[config.mk]
export PLATFORM = sky130hd
export DESIGN_NAME = time_entry_ctrl_flat
export DESIGN_NICKNAME = d
export VERILOG_FILES = /design/src/rtl/time_entry_ctrl_if.sv /design/src/rtl/time_entry_ctrl.sv /design/src/flat_wrapper.sv
export SDC_FILE = /design/constraint.sdc
export NUM_CORES = 1
export LEC_CHECK = 0
export ABC_CLOCK_PERIOD_IN_PS = 2300
export CAP_MARGIN = 20
export CORE_ASPECT_RATIO = 1.1
export CORE_MARGIN = 2
export CORE_UTILIZATION = 53
export DETAILED_ROUTE_END_ITERATION = 7
export GPL_TIMING_DRIVEN = 0
export PLACE_DENSITY_LB_ADDON = 0.12
export SYNTH_ARGS = -nofsm -noshare
export SYNTH_HDL_FRONTEND = slang
export SYNTH_SLANG_ARGS = --single-unit
[constraint.sdc]
create_clock -name clk -period 2.3 [get_ports clk]
set_input_delay 0.345 -clock clk [delete_from_list [all_inputs] [get_ports clk]]
set_output_delay 0.345 -clock clk [all_outputs]
set_load 0.05 [all_outputs]
[src/rtl/time_entry_ctrl_if.sv]
// time_entry_ctrl_if: keypad strobes in, entered digits and flags out.
// master drives the keypad side; slave is the entry controller.
interface time_entry_ctrl_if;
    logic       one_second;
    logic       key_valid;
    logic [3:0] key;
    logic       time_key;
    logic       alarm_key;
    logic [3:0] new_time_ms_hr;
    logic [3:0] new_time_ls_hr;
    logic [3:0] new_time_ms_min;
    logic [3:0] new_time_ls_min;
    logic       load_new_c;
    logic       load_new_a;
    logic       show_new_time;
    logic       show_a;
    logic       entry_error;

    modport master (
        output one_second, key_valid, key, time_key, alarm_key,
        input  new_time_ms_hr, new_time_ls_hr,
        input  new_time_ms_min, new_time_ls_min,
        input  load_new_c, load_new_a,
        input  show_new_time, show_a, entry_error
    );

    modport slave (
        input  one_second, key_valid, key, time_key, alarm_key,
        output new_time_ms_hr, new_time_ls_hr,
        output new_time_ms_min, new_time_ls_min,
        output load_new_c, load_new_a,
        output show_new_time, show_a, entry_error
    );
endinterface

[src/rtl/time_entry_ctrl.sv]
// time_entry_ctrl: keypad HH:MM entry, validation, commit to time or alarm.
// All outputs registered; an inactivity timeout abandons stale entries.
module time_entry_ctrl #(
    parameter int unsigned TIMEOUT_SEC = 10
) (
    input  logic             clk,
    input  logic             reset,
    time_entry_ctrl_if.slave bus
);
    localparam int unsigned   CW   = $clog2(TIMEOUT_SEC + 1);
    localparam logic [CW-1:0] TMAX = CW'(TIMEOUT_SEC);

    typedef enum logic [2:0] {
        IDLE,
        ENTRY,
        COMMIT_C,
        COMMIT_A,
        SHOW_ALARM
    } state_t;

    state_t        state_q;
    logic [CW-1:0] cnt_q;
    logic [CW-1:0] cnt_d;
    logic [3:0]    ms_hr_q, ls_hr_q, ms_min_q, ls_min_q;
    logic          load_c_q, load_a_q, show_nt_q, show_a_q, err_q;
    logic          digit, cmd, entry_ok, timeout;

    // Key decode, entry validation and saturating inactivity count
    always_comb begin
        digit    = bus.key_valid && (bus.key <= 4'd9);
        cmd      = bus.time_key || bus.alarm_key;
        entry_ok = ((ms_hr_q < 4'd2 && ls_hr_q <= 4'd9) ||
                    (ms_hr_q == 4'd2 && ls_hr_q <= 4'd3)) &&
                   (ms_min_q <= 4'd5) && (ls_min_q <= 4'd9);
        cnt_d    = cnt_q;
        if (bus.one_second && cnt_q != TMAX)
            cnt_d = cnt_q + 1'b1;
        timeout  = bus.one_second && (cnt_d == TMAX);
    end

    // Entry state machine with registered digit buffer and flags
    always_ff @(posedge clk or negedge reset) begin
        if (!reset) begin
            state_q   <= IDLE;
            cnt_q     <= '0;
            ms_hr_q   <= '0;
            ls_hr_q   <= '0;
            ms_min_q  <= '0;
            ls_min_q  <= '0;
            load_c_q  <= 1'b0;
            load_a_q  <= 1'b0;
            show_nt_q <= 1'b0;
            show_a_q  <= 1'b0;
            err_q     <= 1'b0;
        end else begin
            load_c_q <= 1'b0;
            load_a_q <= 1'b0;
            err_q    <= 1'b0;
            cnt_q    <= cnt_d;
            unique case (state_q)
                IDLE: begin
                    if (bus.time_key) begin
                        state_q <= IDLE;
                    end else if (bus.alarm_key) begin
                        state_q  <= SHOW_ALARM;
                        show_a_q <= 1'b1;
                        cnt_q    <= '0;
                    end else if (digit) begin
                        {ms_hr_q, ls_hr_q, ms_min_q, ls_min_q} <=
                            {ls_hr_q, ms_min_q, ls_min_q, bus.key};
                        state_q   <= ENTRY;
                        show_nt_q <= 1'b1;
                        cnt_q     <= '0;
                    end
                end
                ENTRY: begin
                    if (cmd) begin
                        show_nt_q <= 1'b0;
                        cnt_q     <= '0;
                        if (entry_ok) begin
                            state_q  <= bus.time_key ? COMMIT_C : COMMIT_A;
                            load_c_q <= bus.time_key;
                            load_a_q <= !bus.time_key;
                        end else begin
                            state_q <= IDLE;
                            err_q   <= 1'b1;
                            {ms_hr_q, ls_hr_q, ms_min_q, ls_min_q} <= '0;
                        end
                    end else if (digit) begin
                        {ms_hr_q, ls_hr_q, ms_min_q, ls_min_q} <=
                            {ls_hr_q, ms_min_q, ls_min_q, bus.key};
                        cnt_q <= '0;
                    end else if (timeout) begin
                        state_q   <= IDLE;
                        show_nt_q <= 1'b0;
                        cnt_q     <= '0;
                        {ms_hr_q, ls_hr_q, ms_min_q, ls_min_q} <= '0;
                    end
                end
                COMMIT_C, COMMIT_A: begin
                    state_q <= IDLE;
                    cnt_q   <= '0;
                    {ms_hr_q, ls_hr_q, ms_min_q, ls_min_q} <= '0;
                end
                SHOW_ALARM: begin
                    if (cmd) begin
                        state_q  <= IDLE;
                        show_a_q <= 1'b0;
                        cnt_q    <= '0;
                    end else if (digit) begin
                        {ms_hr_q, ls_hr_q, ms_min_q, ls_min_q} <=
                            {12'h000, bus.key};
                        state_q   <= ENTRY;
                        show_a_q  <= 1'b0;
                        show_nt_q <= 1'b1;
                        cnt_q     <= '0;
                    end else if (timeout) begin
                        state_q  <= IDLE;
                        show_a_q <= 1'b0;
                        cnt_q    <= '0;
                    end
                end
                default: begin
                    state_q   <= IDLE;
                    show_nt_q <= 1'b0;
                    show_a_q  <= 1'b0;
                    cnt_q     <= '0;
                end
            endcase
        end
    end

    assign bus.new_time_ms_hr  = ms_hr_q;
    assign bus.new_time_ls_hr  = ls_hr_q;
    assign bus.new_time_ms_min = ms_min_q;
    assign bus.new_time_ls_min = ls_min_q;
    assign bus.load_new_c      = load_c_q;
    assign bus.load_new_a      = load_a_q;
    assign bus.show_new_time   = show_nt_q;
    assign bus.show_a          = show_a_q;
    assign bus.entry_error     = err_q;
endmodule
[src/flat_wrapper.sv]
// flat-port wrapper written by rule: the top's interface ports become plain ports
module time_entry_ctrl_flat 
#(
    parameter int unsigned TIMEOUT_SEC = 10
)
  (clk, reset, bus_one_second, bus_key_valid, bus_key, bus_time_key, bus_alarm_key, bus_new_time_ms_hr, bus_new_time_ls_hr, bus_new_time_ms_min, bus_new_time_ls_min, bus_load_new_c, bus_load_new_a, bus_show_new_time, bus_show_a, bus_entry_error);
  time_entry_ctrl_if bus_i ();
  input  logic clk;
  input  logic reset;
  input wire logic [$bits(bus_i.one_second)-1:0] bus_one_second;
  input wire logic [$bits(bus_i.key_valid)-1:0] bus_key_valid;
  input wire logic [$bits(bus_i.key)-1:0] bus_key;
  input wire logic [$bits(bus_i.time_key)-1:0] bus_time_key;
  input wire logic [$bits(bus_i.alarm_key)-1:0] bus_alarm_key;
  output wire logic [$bits(bus_i.new_time_ms_hr)-1:0] bus_new_time_ms_hr;
  output wire logic [$bits(bus_i.new_time_ls_hr)-1:0] bus_new_time_ls_hr;
  output wire logic [$bits(bus_i.new_time_ms_min)-1:0] bus_new_time_ms_min;
  output wire logic [$bits(bus_i.new_time_ls_min)-1:0] bus_new_time_ls_min;
  output wire logic [$bits(bus_i.load_new_c)-1:0] bus_load_new_c;
  output wire logic [$bits(bus_i.load_new_a)-1:0] bus_load_new_a;
  output wire logic [$bits(bus_i.show_new_time)-1:0] bus_show_new_time;
  output wire logic [$bits(bus_i.show_a)-1:0] bus_show_a;
  output wire logic [$bits(bus_i.entry_error)-1:0] bus_entry_error;
  assign bus_i.one_second = bus_one_second;
  assign bus_i.key_valid = bus_key_valid;
  assign bus_i.key = bus_key;
  assign bus_i.time_key = bus_time_key;
  assign bus_i.alarm_key = bus_alarm_key;
  assign bus_new_time_ms_hr = bus_i.new_time_ms_hr;
  assign bus_new_time_ls_hr = bus_i.new_time_ls_hr;
  assign bus_new_time_ms_min = bus_i.new_time_ms_min;
  assign bus_new_time_ls_min = bus_i.new_time_ls_min;
  assign bus_load_new_c = bus_i.load_new_c;
  assign bus_load_new_a = bus_i.load_new_a;
  assign bus_show_new_time = bus_i.show_new_time;
  assign bus_show_a = bus_i.show_a;
  assign bus_entry_error = bus_i.entry_error;
  time_entry_ctrl #(.TIMEOUT_SEC(TIMEOUT_SEC)) u_core (.clk(clk), .reset(reset), .bus(bus_i));
endmodule
### Yosys cells after proc, flatten, opt, wreduce, memory -nomap -nowiden

Index checks and enable logic that the tools add are counted.

| word-level totals | value |
|---|---|
| bits of input ports | 10 |
| word-level logic and storage cells | 129 |
| output and inout port bits | 21 |
| bits in registers | 28 |

| operators by class | value |
|---|---|
| magnitude comparators | 6 |
| equal/unequal tests | 19 |
| mux-type cells | 70 |
| reduce and logical (&&, ||, !) cells | 20 |
| bitwise operators | 2 |
| add/sub/neg operators | 1 |

Operators by type and width:

| kind | count |
|---|---|
| 2-to-1 mux 4 bit | 32 |
| one-hot mux 4 bit (4 select lines) | 4 |
| 2-to-1 mux 3 bit | 9 |
| 2-to-1 mux 1 bit | 21 |
| less-or-equal comparator 4 bit, second input constant | 3 |
| AND reduction 6 bit | 2 |
| one-hot mux 3 bit (3 select lines) | 1 |
| inequality test 2 bit, second input constant | 4 |
| inequality test 4 x 1 -> 1 bit, second input constant | 2 |
| one-hot mux 4 bit (2 select lines) | 1 |
| AND reduction 8 bit | 1 |
| logical AND 1 bit | 7 |
| equality test 3 x 2 -> 1 bit, second input constant | 2 |
| inequality test 3 bit, second input constant | 2 |
| adder 4 x 1 -> 4 bit, second input constant | 1 |
| equality test 4 x 2 -> 1 bit, second input constant | 1 |
| equality test 4 bit, second input constant | 1 |
| less-or-equal comparator 4 x 2 -> 1 bit, second input constant | 1 |
| less-or-equal comparator 4 x 3 -> 1 bit, second input constant | 1 |
| less-than comparator 4 x 2 -> 1 bit, second input constant | 1 |
| inequality test 2 x 1 -> 1 bit, second input constant | 2 |
| inequality test 4 x 3 -> 1 bit, second input constant | 1 |
| inequality test 4 bit, second input constant | 1 |
| one-hot mux 1 bit (4 select lines) | 1 |
| other kinds (13) | 16 |

### Logic depth before layout (Yosys ltp)

Gate-level depths: netlist of run 1.

| depth | value |
|---|---|
| depth after elaboration | 9 |
| gate-level depth with buffers | 7 |
| gate-level depth less buffers | 6 |

### Worst setup path before layout of run 1

No wires, ideal clock.

| path | value |
|---|---|
| kind | reg-to-reg |
| start | register u_core.ls_hr_q[2] (netlist: u_core.bus.new_time_ls_hr[2]) |
| end | register u_core.ls_min_q[1] (netlist: u_core.bus.new_time_ls_min[1]) |
| stages on the path, launching flop included | 6 |
| arrival | 1605 ps |
| buffers on the path | 1 |
| period minus slack after synthesis | 1750 ps |
| setup time | 145 ps |
| data required time | 2155 ps |
| slack | 550 ps |
| path through | dfrtp_1 inv_1 a32o_1 a41oi_2 buf_6 o211ai_1 |

| between the ends | value |
|---|---|
| word-level cells in the longest chain between the ends | 7 |
| elaborated cells between the ends (all ways) | 9 |
| those cells by class | 2 x order compare; 1 x eq/ne; 6 x reduce/logical |

RTL lines:

| what | line | source |
|---|---|---|
| start: declaration | time_entry_ctrl.sv:24 | `logic [3:0] ms_hr_q, ls_hr_q, ms_min_q, ls_min_q;` |
| start signal: assignment | time_entry_ctrl.sv:69 | `{ms_hr_q, ls_hr_q, ms_min_q, ls_min_q} <=` |
| start signal: assignment | time_entry_ctrl.sv:90 | `{ms_hr_q, ls_hr_q, ms_min_q, ls_min_q} <=` |
| start signal: assignment | time_entry_ctrl.sv:111 | `{ms_hr_q, ls_hr_q, ms_min_q, ls_min_q} <=` |
| less-or-equal comparator 4 bit or less-or-equal comparator 4 x 2 -> 1 bit (tied branches) | time_entry_ctrl.sv:32, time_entry_ctrl.sv:33 |  |
| logical AND 1 bit, on equally long branches | time_entry_ctrl.sv:32, time_entry_ctrl.sv:33 |  |
| logical OR 1 bit (*) | time_entry_ctrl.sv:32 | `entry_ok = ((ms_hr_q < 4'd2 && ls_hr_q <= 4'd9) \|\|` |
| logical AND 1 bit (*) | time_entry_ctrl.sv:33 | `(ms_hr_q == 4'd2 && ls_hr_q <= 4'd3)) &&` |
| logical AND 1 bit (*) | time_entry_ctrl.sv:34 | `(ms_min_q <= 4'd5) && (ls_min_q <= 4'd9);` |
| inequality test 3 bit (no source line) (*) | - |  |
| AND reduction 6 bit (no source line) (*) | - |  |
| end signal: assignment | time_entry_ctrl.sv:69 |  |
| end signal: assignment | time_entry_ctrl.sv:90 |  |
| end signal: assignment | time_entry_ctrl.sv:111 |  |
| end: declaration | time_entry_ctrl.sv:24 |  |

Every way passes the cells marked *; elsewhere a longest branch is shown, timed or not.
A chain may end at the register's enable or synchronous reset.

### Worst setup path in the final report of run 1

| path | value |
|---|---|
| start | register u_core.cnt_q[0] |
| end | register u_core.ls_min_q[3] (netlist: u_core.bus.new_time_ls_min[3]) |

| between the ends | value |
|---|---|
| word-level cells in the longest chain between the ends | 7 |
| elaborated cells between the ends (all ways) | 8 |
| those cells by class | 1 x add/sub; 3 x eq/ne; 1 x mux; 3 x reduce/logical |

RTL lines:

| what | line | source |
|---|---|---|
| start: declaration | time_entry_ctrl.sv:22 | `logic [CW-1:0] cnt_q;` |
| start signal: assignment | time_entry_ctrl.sv:59 | `cnt_q <= cnt_d;` |
| branches (longest 2 deep; another with adder 4 x 1 -> 4 bit) | - |  |
| 2-to-1 mux 4 bit (*) | time_entry_ctrl.sv:36 | `if (bus.one_second && cnt_q != TMAX)` |
| equality test 4 bit (*) | time_entry_ctrl.sv:38 | `timeout = bus.one_second && (cnt_d == TMAX);` |
| logical AND 1 bit (*) | time_entry_ctrl.sv:38 |  |
| inequality test 4 x 1 -> 1 bit (no source line) (*) | - |  |
| AND reduction 6 bit (no source line) (*) | - |  |

Mark *: on every way between the ends.

==> results.cfg, run 1 <==
[final_layout]
final_area_um2 = 2250
antennaDiodeCount = 0
syn_to_final_growth_pct = 22.6
nets = 257
drive_gt1_share_pct = 10.2
fin_util_pct = 67.4
nFillCells = 285

[power]
internal_power_mw = 1.20
sw_frac_of_total_pct = 49.0
p_clk_share_pct = 11.0
p_seq_share_pct = 31.7
p_comb_share_pct = 57.3
p_leak_nw = 0.872
peakVddDrop_mv = 0.582
p_per_area_nw_per_um2 = 1050
power.switching_mw = 1.16

[timing]
slew_viol_final = 0
finalClockSkew_ns = 0.00516
hold_ws_ns = 0.295
rsz0062_at_grt = false
worst_pin_slew_ns = 0.772
period_minus_slack_ns = 2.01
max_freq_mhz = 499
fin_tns_setup_ns = 0
final-setup-viol-count = 0
hold_violations = 0
slew_headroom_pct = 48.4
fin_crit_sh_pct = 87.2

[logic_synthesis]
synth_warnings = 0
yosysSeqAreaShare_pct = 38.3
synth_area_leader_cell = dfrtp_1
synth_cell_type_count = 46
syn_inst = 210
synth_ff_type = dfrtp_1
synth-seq-cells = 28
synth_edf_count = 0
synth_top_area_share_pct = 38.3
synth_area_um2 = 1830
async_flop_share_pct = 100
synth_nets = 222
avgSynthCellArea_um2 = 8.72
synth_area_leaders = dfrtp_1, o211ai_1, nor2_1

[global_routing]
grt_overflow_total = 0
grt_pass1_wl_um = 7660
grt_pass1_vias = 1649
grtUsageTotal_pct = 25.8
antenna_found_initial = 0
grt_max_degree = 17

[floorplan]
core-area_um2 = 3330
dieHeight_um = 65.7
die_w_um = 60.1
io_pins = 31
die_area_um2 = 3940
start_util_pct = 55.0
rows = 22

[clock_network]
cts.sinks = 28
cts_buffers = 3
clock_latency_ns = 0.35
clockBufferDepth = 2
htree_levels = 1
clk_pin_slew_ns = 0.16
hold_buffers = 0
cts_tree = yes
ctsResizeCount = 0
cts-root-buf = clkbuf_4
post_cts_buffers = 0

[routing]
dr.first_iter.drc_count = 94
ant_nets = 0
routedWlPerCell_um = 15.9
drt-pass1-iter-count = 5
wl_um = 4650
drcViolationCount = 0
vias_per_cell = 5.89
vias = 1720

[min_path]
worst_hold_path_type = primary input to flip-flop

[placement]
io_buffer_count = 29
gp_congestion = 0.829
dp_hpwl_um = 3360
post_dp_cell_area_um2 = 2210

[setup_path]
crit_path_start_kind = flip-flop
crit_fanout = 10
end_kind = flip-flop
required_ns = 2.53
crit_path_max_incr_delay_ns = 0.45
path_cells = inv_1, ha_1, nor2b_1, mux2i_1, clkbuf_1, o311ai_0, o211ai_1
critPathSlowestCell = dfrtp_1
path_class = flip-flop to flip-flop
cp.arrival_ns = 2.23

[status]
outcome = complete, no violations

[flow_run]
maxCapViolations = 0
-- cell type report --
cell class	instances	area, um2	area share (%)
multi-input cells	144	938	41.8
clock buffers	4	36.3	1.62
repair buffers	30	318	14.2
well taps	48	60.1	2.67
inverters	21	78.8	3.51
plain buffers	17	114	5.07
flip-flops and latches	28	701	31.2
-- routing by layer --
layer / part of all wire (%) / GRT usage (%) / vias to the layer above
li1: - / - / 837
met1: 44 / 33.6 / 825
met2: 51 / 44.0 / 51
met3: 3.9 / 2.56 / 7
met4: 1.4 / 8.33 / 0
met5: 0 / 0 / -
-- critical path: cells and delay by family (launching register included) --
kind / cells / cell delay, ns
buffers and inverters: 2 / 0.33
AO/OA/AOI/OAI: 2 / 0.55
multiplexers: 1 / 0.13
AND/OR/NAND/NOR: 1 / 0.11
adder cells (fa/ha/maj): 1 / 0.31
flip-flops: 1 / 0.45
-- cell usage in the layout (no fill, tap or decap), types with 4 or more instances in the layout --
master / count
dfrtp_1: 28
buf_2: 6
o311ai_0: 9
clkbuf_1: 4
nand2_1: 17
o311ai_1: 8
inv_1: 21
nor2_1: 24
o211ai_1: 17
o21ai_0: 4
nand3_1: 5
a21oi_1: 8
and3_1: 5
clkdlybuf4s50_1: 29
nor2b_1: 5
-- sequential cells by signal, indices dropped and copies added, names as in the netlist --
register	flops
u_core.bus.entry_error	1
u_core.bus.new_time_ms_hr	4
u_core.bus.show_a	1
u_core.bus.load_new_a	1
u_core.bus.new_time_ls_hr	4
u_core.bus.load_new_c	1
u_core.bus.new_time_ms_min	4
u_core.bus.new_time_ls_min	4
u_core.cnt_q	4
u_core.state_q	3
u_core.bus.show_new_time	1
-- metrics by stage --
stage | std cells | power [mW] | worst slack [ns]
global placement | 287 | 2.09 | 0.0759
global route | 292 | 2.49 | 0.0555
detailed placement | 288 | 2.11 | 0.0790
floorplan | 210 | 1.68 | 0.550
finish | 292 | 2.36 | 0.295
CTS | 292 | 2.36 | 0.272
-- final timing paths --
path / from / endpoint / slack [ns] / cells after the start
setup / recovery: u_core.cnt_q[0] / u_core.bus.new_time_ls_min[3] / 0.29 / 7
hold / removal: bus_time_key / u_core.state_q[2] / 0.30 / 2
setup reg to reg: u_core.cnt_q[0] / u_core.bus.new_time_ls_min[3] / 0.29 / 7
hold reg to reg: u_core.bus.new_time_ls_hr[1] / u_core.bus.new_time_ms_hr[1] / 0.57 / 2
max in group asynchronous: reset / u_core.bus.new_time_ms_hr[2] / 1.34 / 2
min in group asynchronous: reset / u_core.state_q[0] / 0.42 / 1
-- cell usage after synthesis, types with 2 or more instances --
library cell	n
a31oi_1	3
buf_2	6
buf_4	2
o31ai_1	3
o311ai_0	9
clkbuf_1	4
nand2_1	17
and3_1	5
a211o_1	2
a21oi_1	8
mux2i_1	3
inv_1	21
nand2b_1	2
and2_1	3
o211ai_1	17
nand3_1	5
o21ai_0	4
nor2b_1	5
nor3_1	2
nand4_1	2
nor2_1	24
or3b_1	2
buf_6	3
dfrtp_1	28
o311ai_1	8
ha_1	2
-- kinds of logic (layout without fill, tap and decap cells) --
family | count (synthesis) | count (layout) | synth area share, %
DFF | 28 | 28 | 38.3
buffers and inverters | 38 | 72 | 10.5
and+or+nand+nor | 72 | 72 | 19.3
adders and majority gates | 2 | 2 | 1.37
xor gates and xnor gates | 2 | 2 | 0.956
muxes | 3 | 3 | 1.64
AOI/OAI and AO/OA | 65 | 65 | 27.9
-- power by group through the flow --
stage                     clock network (mW)  logic (mW)  registers, mW
after floorplan                            0       0.570           1.11
after global placement                     0        1.33          0.756
after detailed placement                   0        1.35          0.759
after CTS                              0.260        1.35          0.749
after global routing                   0.278        1.44          0.765
final                                  0.259        1.35          0.749
(Power assumes the default switching activity.)
==> inputs of run 2 (changes only) <==
Settings changed: CORE_UTILIZATION 53 to 55, DONT_BUFFER_PORTS set to 1, GPL_ROUTABILITY_DRIVEN set to 0.
==> run 2 against run 1 <==
  * Clock skew fell by 0.0020 ns
  * Worst hold slack worse by 0.15 ns
  * Wire length fell by 4.3%
  * Cell count down 15%
==> results.cfg, run 2 (synthesized netlist as in run 1, its figures left out) <==
[status]
outcome = complete, no violations

[clock_network]
clk_pin_slew_ns = 0.14
cts_buffers = 3
cts-root-buf = clkbuf_4
clockBufferDepth = 2
cts_tree = yes
clock_latency_ns = 0.33
cts.sinks = 28
ctsResizeCount = 0
htree_levels = 1

[final_layout]
final_cell_mix = dfrtp_1, nor2_1, inv_1, o211ai_1, nand2_1
syn_to_final_growth_pct = 5.19
final_common_cell = dfrtp_1
antennaDiodeCount = 0
fin_util_pct = 62.1
final_area_um2 = 1930
drive_gt1_share_pct = 11.2
fin_cells = 249
nets = 229

[setup_path]
reg2reg_slack_ns = 0.21
crit_fanout = 10
cp.arrival_ns = 2.29
end_kind = flip-flop
crit_path_start_kind = flip-flop
path_class = flip-flop to flip-flop
r2r_cells = 5
required_ns = 2.50
reg2reg_to = u_core.bus.new_time_ls_min[1]
r2r-start = u_core.bus.new_time_ls_min[3]

[routing]
drcViolationCount = 0
vias = 1594
drt-pass1-iter-count = 4
vias_per_cell = 6.40
ant_nets = 0
dr.first_iter.drc_count = 82
routedWlPerCell_um = 17.9
wl_um = 4460

[global_routing]
grtUsageTotal_pct = 25.8
grt_overflow_total = 0
grt_max_degree = 29
antenna_found_initial = 0
grt_pass1_wl_um = 7630
grt_pass1_vias = 1606

[timing]
rsz0062_at_grt = false
fin_tns_setup_ns = 0
final.setup.worst_slack_ns = 0.206
hold_ws_ns = 0.145
finalClockSkew_ns = 0.00319
period_minus_slack_ns = 2.09
slew_headroom_pct = 62.5
fin_crit_sh_pct = 91.0
slew_viol_final = 0
worst_pin_slew_ns = 0.562
final-setup-viol-count = 0
max_freq_mhz = 478
hold_violations = 0

[power]
p_comb_share_pct = 35.3
p_seq_share_pct = 55.1
internal_power_mw = 0.975
sw_frac_of_total_pct = 53.1
p_per_area_nw_per_um2 = 1080
power.switching_mw = 1.10
peakVddDrop_mv = 0.608
p_leak_nw = 0.761
p_clk_share_pct = 9.6
p_total_mw = 2.08

[floorplan]
die_area_um2 = 3810
core-area_um2 = 3100
start_util_pct = 59.1
rows = 21
dieHeight_um = 64.5
io_pins = 31
die_w_um = 59.0

[min_path]
hold_end = u_core.cnt_q[2]
hp-start = bus_one_second
worstHoldPathCells = 2
worst_hold_path_type = primary input to flip-flop

[placement]
place_ws_ns = 0.246
post_dp_cell_area_um2 = 1870
post-place-cells = 244
io_buffer_count = 0
dp_hpwl_um = 3270

[flow_run]
maxCapViolations = 0
[run 2: how the worst max path moves through the flow]
stage / from / slack [ns] / depth (start not counted) / end
floorplan: u_core.bus.new_time_ls_hr[2] / 0.55 / 5 / u_core.bus.new_time_ls_min[1]
global placement: u_core.bus.new_time_ls_min[3] / 0.24 / 5 / u_core.bus.new_time_ls_hr[3]
detailed placement: u_core.bus.new_time_ls_min[3] / 0.25 / 5 / u_core.bus.new_time_ls_min[2]
CTS: u_core.bus.new_time_ls_min[3] / 0.22 / 5 / u_core.bus.new_time_ls_min[1]
global route: u_core.cnt_q[0] / 0.06 / 7 / u_core.bus.new_time_ls_min[1]
finish: u_core.bus.new_time_ls_min[3] / 0.21 / 5 / u_core.bus.new_time_ls_min[1]
[run 2: layout make-up]
cell class | instances | area [um2]
clock buffers | 3 | 22.5
repair buffers | 2 | 30.0
multi-input cells | 144 | 938
fillers | 271 | 1170
plain buffers | 17 | 114
inverters | 21 | 78.8
well taps | 34 | 42.5
flip-flops and latches | 28 | 701
[run 2: timing repair]
item | CTS | global route
hold buffers | 2 | 0
setup buffers | 0 | 0
hold endpoints to repair | 28 | 0
[run 2: power groups by stage]
stage / logic (mW) / registers (mW) / clock network [mW]
final: 0.733 / 1.14 / 0.200
after global routing: 0.817 / 1.17 / 0.229
after CTS: 0.731 / 1.15 / 0.209
after detailed placement: 0.709 / 1.16 / 0
after global placement: 0.684 / 1.16 / 0
after floorplan: 0.570 / 1.11 / 0
[run 2: layer usage]
| layer | up-vias | routed length, um | GRT usage [%] |
|---|---|---|---|
| li1 | 778 | - | - |
| met1 | 768 | 1880 | 33.1 |
| met2 | 43 | 2290 | 44.9 |
| met3 | 5 | 243 | 4.19 |
| met4 | 0 | 44 | 5.68 |
| met5 | - | 0 | 0 |
[run 2: critical path, stage by stage (launching register included)]
cell and delay, ns:
dfrtp_1 0.71, o21ai_0 0.27, and3_1 0.27, a41oi_2 0.41, buf_6 0.21, o211ai_1 0.09
==> inputs of run 3 (changes only) <==
Settings changed: ABC_CLOCK_PERIOD_IN_PS 2300 to 1900.
Clock period 2.3 ns to 1.9 ns, I/O delays scaled along.
==> run 3 against run 2 <==
  * Sequential power up 24%
  * Clock skew up 0.0046 ns
  * Worst hold slack worse by 0.045 ns
  * Critical path type unchanged
  * Highest routed layer unchanged
==> results.cfg, run 3 (synthesized netlist as in run 1, its figures left out) <==
[routing]
wl_um = 4790
ant_nets = 0
dr.first_iter.drc_count = 112
drcViolationCount = 0
vias = 1686
routedWlPerCell_um = 19.0
vias_per_cell = 6.69
drt-pass1-iter-count = 5

[power]
peakVddDrop_mv = 0.737
p_per_area_nw_per_um2 = 1270
p_comb_share_pct = 37.8
p_clk_share_pct = 9.1
sw_frac_of_total_pct = 53.0
power.switching_mw = 1.41
p_leak_nw = 0.759
internal_power_mw = 1.25
p_seq_share_pct = 53.1

[floorplan]
die_area_um2 = 3810
core-area_um2 = 3100
rows = 21
start_util_pct = 59.1
io_pins = 31
dieHeight_um = 64.5
die_w_um = 59.0

[flow_run]
maxCapViolations = 0

[global_routing]
met2_usage_pct = 45.0
grt_pass1_vias = 1605
top_usage_layer = met2
grt_pass1_wl_um = 7620
antenna_found_initial = 0
grt_overflow_total = 0
grt_util_met1_pct = 32.7
grtUsageMet3_pct = 4.19
grtUsageTotal_pct = 25.7
grt_max_degree = 29

[placement]
post_dp_cell_area_um2 = 1870
place_ws_ns = -0.154
io_buffer_count = 0
dp_hpwl_um = 3270

[setup_path]
reg2reg_slack_ns = 0.04
critPathSlowestCell = dfrtp_1
critical_path.top_delay_family = buffers and inverters
crit_fanout = 10
path_cells = buf_4, nand4_1, xor2_1, clkbuf_2, a2111oi_4, o41ai_2
r2r_cells = 6
cp-endpoint = u_core.bus.show_new_time
crit_path_max_incr_delay_ns = 0.43
crit_buf_inv = 2
r2r-start = u_core.cnt_q[0]
cp.arrival_ns = 2.08
startpoint = u_core.cnt_q[0]
reg2reg_to = u_core.bus.show_new_time
required_ns = 2.12
crit_path_start_kind = flip-flop
path_depth = 6
path_class = flip-flop to flip-flop
end_kind = flip-flop

[clock_network]
cts-root-buf = clkbuf_4
cts.sinks = 28
clock_latency_ns = 0.32
cts_tree = yes
clk_pin_slew_ns = 0.14
htree_levels = 1
clockBufferDepth = 2
cts_buffers = 3

[timing]
finalClockSkew_ns = 0.00779
period_minus_slack_ns = 1.86
fin_crit_sh_pct = 98.1
hold_violations = 0
final-setup-viol-count = 0
slew_viol_final = 0
max_freq_mhz = 537
worst_pin_slew_ns = 0.528
slew_headroom_pct = 64.8
final.setup.worst_slack_ns = 0.0367
fin_tns_setup_ns = 0

[final_layout]
final_area_um2 = 2100
nets = 232
nFillCells = 257
final_cell_mix = nor2_1, inv_1, o211ai_1, nand2_1
drive_gt1_share_pct = 27.1
final_common_cell = nor2_1
syn_to_final_growth_pct = 14.5
antennaDiodeCount = 0

[min_path]
worst_hold_path_type = primary input to flip-flop
hp-start = bus_one_second

[status]
outcome = complete, no violations
run 3: changes by cell type in the layout (fill, tap and decap cells not counted), sizes merged:
| cell | delta |
|---|---|
| buf | +4 |
| clkbuf | -1 |
run 3: worst min path at each step:
stage                     slack [ns]  cells after the start                endpoint
after floorplan                -0.01                      0  u_core.bus.entry_error
after global placement         -0.01                      0   u_core.bus.load_new_c
after detailed placement       -0.01                      0       u_core.bus.show_a
after CTS                       0.08                      2         u_core.cnt_q[2]
after global routing            0.10                      2         u_core.cnt_q[2]
final                           0.10                      2         u_core.cnt_q[2]
run 3: routing by layer:
layer,wire (um),part of all wire (%),vias up
li1,-,-,783
met1,1970,41,837
met2,2480,52,58
met3,269,5.6,8
met4,62,1.3,0
met5,0,0,-
run 3: area by class of cell:
cell class / instances / area, um2 / share of cell area (%)
buffer: 17 / 131 / 6.26
clock buffer: 3 / 22.5 / 1.07
inverter: 21 / 78.8 / 3.76
multi-input combinational: 144 / 1050 / 50.3
sequential: 28 / 718 / 34.2
tap: 34 / 42.5 / 2.03
timing repair buffer: 5 / 50.0 / 2.39
run 3: worst register-to-register path, stage by stage, from the launching register on:
cell and delay, ns:
dfrtp_1 0.43, buf_4 0.16, nand4_1 0.11, xor2_1 0.37, clkbuf_2 0.35, a2111oi_4 0.08
o41ai_2 0.26
run 3: timing repair:
action / CTS / global route
hold buffers: 2 / 0
cloned: 0 / 1
setup buffers: 1 / 1
endpoints found under the setup margin: 18 / 21
pin swaps: 0 / 3
endpoints found under the hold margin: 28 / 0
gates resized for setup: 16 / 41
run 3: stage by stage:
stage	total power, mW	hold WS [ns]	instances	util [%]
after floorplan	2.04	-0.0106	210	-
after global placement	2.23	-0.0100	244	60.5
after detailed placement	2.26	-0.0100	244	60.5
after CTS	2.56	0.0846	250	63.0
after global routing	2.81	0.101	252	67.7
final	2.66	0.101	252	67.7
run 3: power by group through the flow:
stage / registers [mW] / clock network [mW] / logic, mW
5_1_grt: 1.44 / 0.273 / 1.10
3_3_place_gp: 1.40 / 0 / 0.828
3_5_place_dp: 1.40 / 0 / 0.858
2_1_floorplan: 1.35 / 0 / 0.691
4_1_cts: 1.40 / 0.253 / 0.906
6_report: 1.41 / 0.241 / 1.01
